[config.mk]
export PLATFORM = sky130hd
export DESIGN_NAME = fetch_stage_flat
export DESIGN_NICKNAME = d
export VERILOG_FILES = /design/src/rtl/fetch_pkg.sv /design/src/rtl/fetch_stage_if.sv /design/src/rtl/fetch_pc_reg.sv /design/src/rtl/fetch_stage.sv /design/src/flat_wrapper.sv
export SDC_FILE = /design/constraint.sdc
export NUM_CORES = 1
export LEC_CHECK = 0
export CELL_PAD_IN_SITES_DETAIL_PLACEMENT = 1
export CELL_PAD_IN_SITES_GLOBAL_PLACEMENT = 2
export CORE_MARGIN = 5
export CORE_UTILIZATION = 26
export DETAILED_ROUTE_END_ITERATION = 8
export PLACE_DENSITY = 0.76
export RECOVER_POWER = 25
export SLEW_MARGIN = 40
export SYNTH_ARGS = -nofsm -noshare
export SYNTH_HDL_FRONTEND = slang
export SYNTH_SLANG_ARGS = --single-unit
[constraint.sdc]
create_clock -name clk -period 5 [get_ports clk]
set_clock_uncertainty 0.2 [all_clocks]
set_input_delay 0.75 -clock clk [delete_from_list [all_inputs] [get_ports clk]]
set_output_delay 0.75 -clock clk [all_outputs]
set_load 0.005 [all_outputs]
[src/rtl/fetch_pkg.sv]
// fetch_pkg: shared state type and constants for the LEGv8 instruction fetch stage.
package fetch_pkg;
    typedef enum logic [1:0] {RUN, HALT, FAULT} fetch_state_t;
    localparam logic [31:0] HALT_WORD = 32'hb400001f;
    localparam int unsigned PC_STEP = 4;
endpackage

[src/rtl/fetch_stage_if.sv]
// fetch_stage_if: imem port, branch redirect and decode handshake of the fetch stage.
interface fetch_stage_if #(parameter int N = 64, parameter int AW = 6);
    logic [AW-1:0] imem_addr;
    logic [31:0] imem_q;
    logic br_taken;
    logic [N-1:0] br_target;
    logic instr_valid;
    logic instr_ready;
    logic [31:0] instr;
    logic [N-1:0] instr_pc;
    logic halt;
    logic fault;
    modport master (
        output imem_addr, instr_valid, instr, instr_pc, halt, fault,
        input imem_q, br_taken, br_target, instr_ready
    );
    modport slave (
        input imem_addr, instr_valid, instr, instr_pc, halt, fault,
        output imem_q, br_taken, br_target, instr_ready
    );
endinterface

[src/rtl/fetch_pc_reg.sv]
// fetch_pc_reg: program counter with load enable, choosing between sequential step and redirect.
module fetch_pc_reg
    import fetch_pkg::*;
#(parameter int N = 64) (
    input logic clk,
    input logic reset,
    input logic en,
    input logic redirect,
    input logic [N-1:0] target,
    output logic [N-1:0] pc
);
    logic [N-1:0] pc_next;
    always_comb pc_next = redirect ? target : pc + N'(PC_STEP);
    always_ff @(posedge clk or posedge reset)
        if (reset) pc <= '0;
        else if (en) pc <= pc_next;
endmodule

[src/rtl/fetch_stage.sv]
// fetch_stage: owns the PC, reads imem and presents {instr, instr_pc} to decode over valid/ready.
// Define FETCH_HALT_DETECT_EN to freeze the stage after the halt word is loaded.
module fetch_stage
    import fetch_pkg::*;
#(parameter int N = 64, parameter int AW = 6) (
    input logic clk,
    input logic reset,
    fetch_stage_if.master bus
);
    fetch_state_t state, state_next;
    logic [N-1:0] pc;
    logic [N-1:0] instr_pc;
    logic [31:0] instr;
    logic valid, run, redirect, misaligned, load, halt_hit;
    always_comb begin
        run = state == RUN;
        redirect = run && bus.br_taken;
        misaligned = redirect && bus.br_target[1:0] != 2'b00;
        load = run && !bus.br_taken && (!valid || bus.instr_ready);
    end
`ifdef FETCH_HALT_DETECT_EN
    assign halt_hit = load && bus.imem_q == HALT_WORD;
    assign bus.halt = state == HALT;
`else
    assign halt_hit = 1'b0;
    assign bus.halt = 1'b0;
`endif
    // A misaligned target leaves the PC where it was
    fetch_pc_reg #(.N(N)) u_pc (
        .clk,
        .reset,
        .en(load || (redirect && !misaligned)),
        .redirect,
        .target(bus.br_target),
        .pc
    );
    always_ff @(posedge clk or posedge reset)
        if (reset) state <= RUN;
        else state <= state_next;
    always_comb state_next = misaligned ? FAULT : halt_hit ? HALT : state;
    always_ff @(posedge clk or posedge reset)
        if (reset) begin
            valid <= 1'b0;
            instr <= '0;
            instr_pc <= '0;
        end else if (redirect || state == FAULT) begin
            valid <= 1'b0;
        end else if (load) begin
            valid <= 1'b1;
            instr <= bus.imem_q;
            instr_pc <= pc;
        end else if (state == HALT && bus.instr_ready) begin
            valid <= 1'b0;
        end
    assign bus.imem_addr = pc[AW+1:2];
    assign bus.instr_valid = valid;
    assign bus.instr = instr;
    assign bus.instr_pc = instr_pc;
    assign bus.fault = state == FAULT;
endmodule

[src/flat_wrapper.sv]
// flat-port wrapper written by rule: the top's interface ports become plain ports
module fetch_stage_flat import fetch_pkg::*;
#(parameter int N = 64, parameter int AW = 6)
  (clk, reset, bus_imem_addr, bus_instr_valid, bus_instr, bus_instr_pc, bus_halt, bus_fault, bus_imem_q, bus_br_taken, bus_br_target, bus_instr_ready);
  fetch_stage_if #(.N(N), .AW(AW)) bus_i ();
  input logic clk;
  input logic reset;
  output wire logic [$bits(bus_i.imem_addr)-1:0] bus_imem_addr;
  output wire logic [$bits(bus_i.instr_valid)-1:0] bus_instr_valid;
  output wire logic [$bits(bus_i.instr)-1:0] bus_instr;
  output wire logic [$bits(bus_i.instr_pc)-1:0] bus_instr_pc;
  output wire logic [$bits(bus_i.halt)-1:0] bus_halt;
  output wire logic [$bits(bus_i.fault)-1:0] bus_fault;
  input wire logic [$bits(bus_i.imem_q)-1:0] bus_imem_q;
  input wire logic [$bits(bus_i.br_taken)-1:0] bus_br_taken;
  input wire logic [$bits(bus_i.br_target)-1:0] bus_br_target;
  input wire logic [$bits(bus_i.instr_ready)-1:0] bus_instr_ready;
  assign bus_imem_addr = bus_i.imem_addr;
  assign bus_instr_valid = bus_i.instr_valid;
  assign bus_instr = bus_i.instr;
  assign bus_instr_pc = bus_i.instr_pc;
  assign bus_halt = bus_i.halt;
  assign bus_fault = bus_i.fault;
  assign bus_i.imem_q = bus_imem_q;
  assign bus_i.br_taken = bus_br_taken;
  assign bus_i.br_target = bus_br_target;
  assign bus_i.instr_ready = bus_instr_ready;
  fetch_stage #(.N(N), .AW(AW)) u_core (.clk(clk), .reset(reset), .bus(bus_i));
endmodule
==> results_dict.tcl <==
set metrics [dict create \
    insertion_delay_ns 0.43 \
    setup_viol 0 \
    syn_area_sq_um 8140 \
    holdBufCountCts 0 \
    place_ws_ns 1.35 \
    grt.overflow.total 0 \
    die-area_sq_um 35000 \
    synth_seq_area_share_pct 49.8 \
    yosysMostFrequentCell "nand2_1" \
    core_sq_um 30700 \
    synthFlopType "dfrtp_1" \
    cpMaxStageDelayCell "clkbuf_1" \
    crit_family "buffers and inverters" \
    first_pass_iters 5 \
    synth_edf_count 0 \
    cts_tree "yes" \
    ys_warn_count 0 \
    num_io_pins 205 \
    synthDistinctLibCells 57 \
    die_w_um 187 \
    tns_ns 0 \
    final_nets 1250 \
    synth_fp_nets 1083 \
    yosysTopAreaCell "dfrtp_1" \
    wl_met2_um 13900 \
    drive_gt1_share_pct 6.20 \
    ir_drop_mv 0.225 \
    cp_num_buf_inv 4 \
    synth_common_cells "nand2_1, dfrtp_1, clkbuf_1, nand3_1, a21oi_1" \
    post_cts_buffers 0 \
    diodes 0 \
    numClockSinks 162 \
    min_from "u_core.u_pc.pc[1]" \
    antenna_found_initial 0 \
    wl_per_cell_um 19.3 \
    die_y_um 187 \
    fin_crit_sh_pct 67.2 \
    finalPower_mw 3.66 \
    wl_met1_um 14800 \
    cts_resized 0 \
    grt_max_degree 65 \
    p_per_area_nw_per_um2 328 \
    cp_max_fo 23 \
    p_leak_nw 4.79 \
    tightestPinTransition_ns 1.32 \
    reg2reg_from "u_core.u_pc.pc[2]" \
    drtIter0Drc 426 \
    cap_violations 0 \
    h-tree-depth 4 \
    viasPerCell 5.03 \
    critPathArrivalTime_ns 3.49 \
    antenna_left 0 \
    gp_congestion 0.791 \
    clk_path_buf_depth 2 \
    fin_crit_ns 3.36 \
    grt_pass1_wl_um 48800 \
    vias 7844 \
    hold_violations 0 \
    dpl.hpwl_um 21300 \
    hold_class "reg2reg" \
    grt_usage_pct 17.2 \
    drc_errors 0 \
    fin_hold_ws_ns 0.267 \
    timing.fmax_mhz 298 \
    rows 64 \
    slowest_delay_ns 1.04 \
    crit_path_end_kind "asynchronous set/reset pin" \
    outcome "complete, no violations" \
    async_reset_ff_share_pct 100 \
    r2r_setup_slack_ns 1.91 \
    clkTransAtPathRegs_ns 0.07 \
    postSynthAreaPerCell_sq_um 8.29 \
    crit_path_frequent_cell "clkbuf_1" \
    start_kind "input pin" \
    highest_layer "met4" \
    dr_wl_met3_um 980 \
    routed_wl_um 30000 \
    placed_area_sq_um 10600 \
    ys_ff_latch 162 \
    port_buffers 203 \
    criticalPathCategory "in2async" \
    cp.required_ns 5.13 \
    slew_viol_final 0 \
    synth_top_area_share_pct 49.8 \
    slew_headroom_pct 11.8 \
    cts-buffers-inserted 17 \
    initial_utilization_pct 26.5 \
    grt_pass1_vias 8169 \
    final.setup.worst_slack_ns 1.64 \
    yosys-top-cells-area "dfrtp_1, nand2_1, nand3_1" \
    syn_to_final_growth_pct 36.9 \
    synthCells 982 \
    cts_root_buf "clkbuf_16" \
    rsz0062_at_grt "no" \
    final_cell_area_sq_um 11200 \
    crit_start "reset" \
    cp_cell_sequence "dlygate4sd3_1 > clkinvlp_2 > clkbuf_1 > clkbuf_1" \
]
## worst reg2reg max path, cell delays in order (launching register included)
cell and delay, ns:
dfrtp_1 0.48, ha_1 0.28, nand4_2 0.35, nor4_4 0.58
nand4_1 0.41, and3_1 0.32, or3_1 0.36
## registers in the layout, indices dropped and copies added, names as in the netlist
| register | cells |
|---|---|
| u_core.bus.instr | 32 |
| u_core.state | 1 |
| u_core.bus.instr_valid | 1 |
| u_core.u_pc.pc | 64 |
| u_core.bus.instr_pc | 64 |
## layout make-up
class,count,area [sq um]
tap,396,495
clock buffer,18,439
clock inverter,14,144
multi-input combinational,739,3800
sequential,162,4050
inverter,8,31.3
timing repair buffer,221,2190
fill,3601,19600
## power breakdown
part	total, mW	leakage (nW)	switching, mW	internal (mW)
logic	0.667	2.52	0.267	0.400
registers	1.64	1.99	0.159	1.48
clock network	1.35	0.281	0.627	0.719
## cells by family (layout without fill, tap and decap cells)
family	count (synthesis)	count (layout)	share of synthesized area (%)
mux	6	6	0.768
fa+ha+maj	1	1	0.154
buf+inv	81	261	4.16
flops	162	162	49.8
simple gates	578	578	33.2
other cells	1	1	0.0461
compound gates	153	153	11.9
## routing by layer
| metal | vias to the layer above | GRT usage [%] |
|---|---|---|
| met2 | 176 | 27.0 |
| met1 | 3891 | 24.9 |
| met5 | - | 0 |
| met3 | 25 | 3.15 |
| li1 | 3752 | - |
| met4 | 0 | 3.75 |
## placed cells by master, fill, tap and decap left out, types with 16 or more instances in the layout
| cell type | n |
|---|---|
| nand3_1 | 53 |
| a21oi_1 | 43 |
| clkbuf_16 | 17 |
| nand4_1 | 32 |
| dfrtp_1 | 162 |
| nor2_1 | 33 |
| nor3_1 | 33 |
| nand2_1 | 339 |
| o21ai_0 | 33 |
| clkdlybuf4s50_1 | 201 |
| o22ai_1 | 16 |
| or3_1 | 19 |
## path summary, 6_finish.rpt
check / cells after the start / end
worst max-delay path: 4 / u_core.bus.instr_pc[58]
worst min-delay path: 2 / u_core.bus.instr_pc[1]
worst max register to register: 6 / u_core.u_pc.pc[52]
worst min register to register: 2 / u_core.bus.instr_pc[1]
max in group clk: 8 / u_core.u_pc.pc[16]
min in group asynchronous: 2 / u_core.bus.instr[24]
## stage by stage
stage	util (%)	instances
after global placement	34.3	1523
final	36.3	1558
after detailed placement	34.4	1525
after floorplan	-	982
after CTS	36.3	1557
after global routing	36.3	1558
Note: power is estimated with default switching activity, not from simulation.
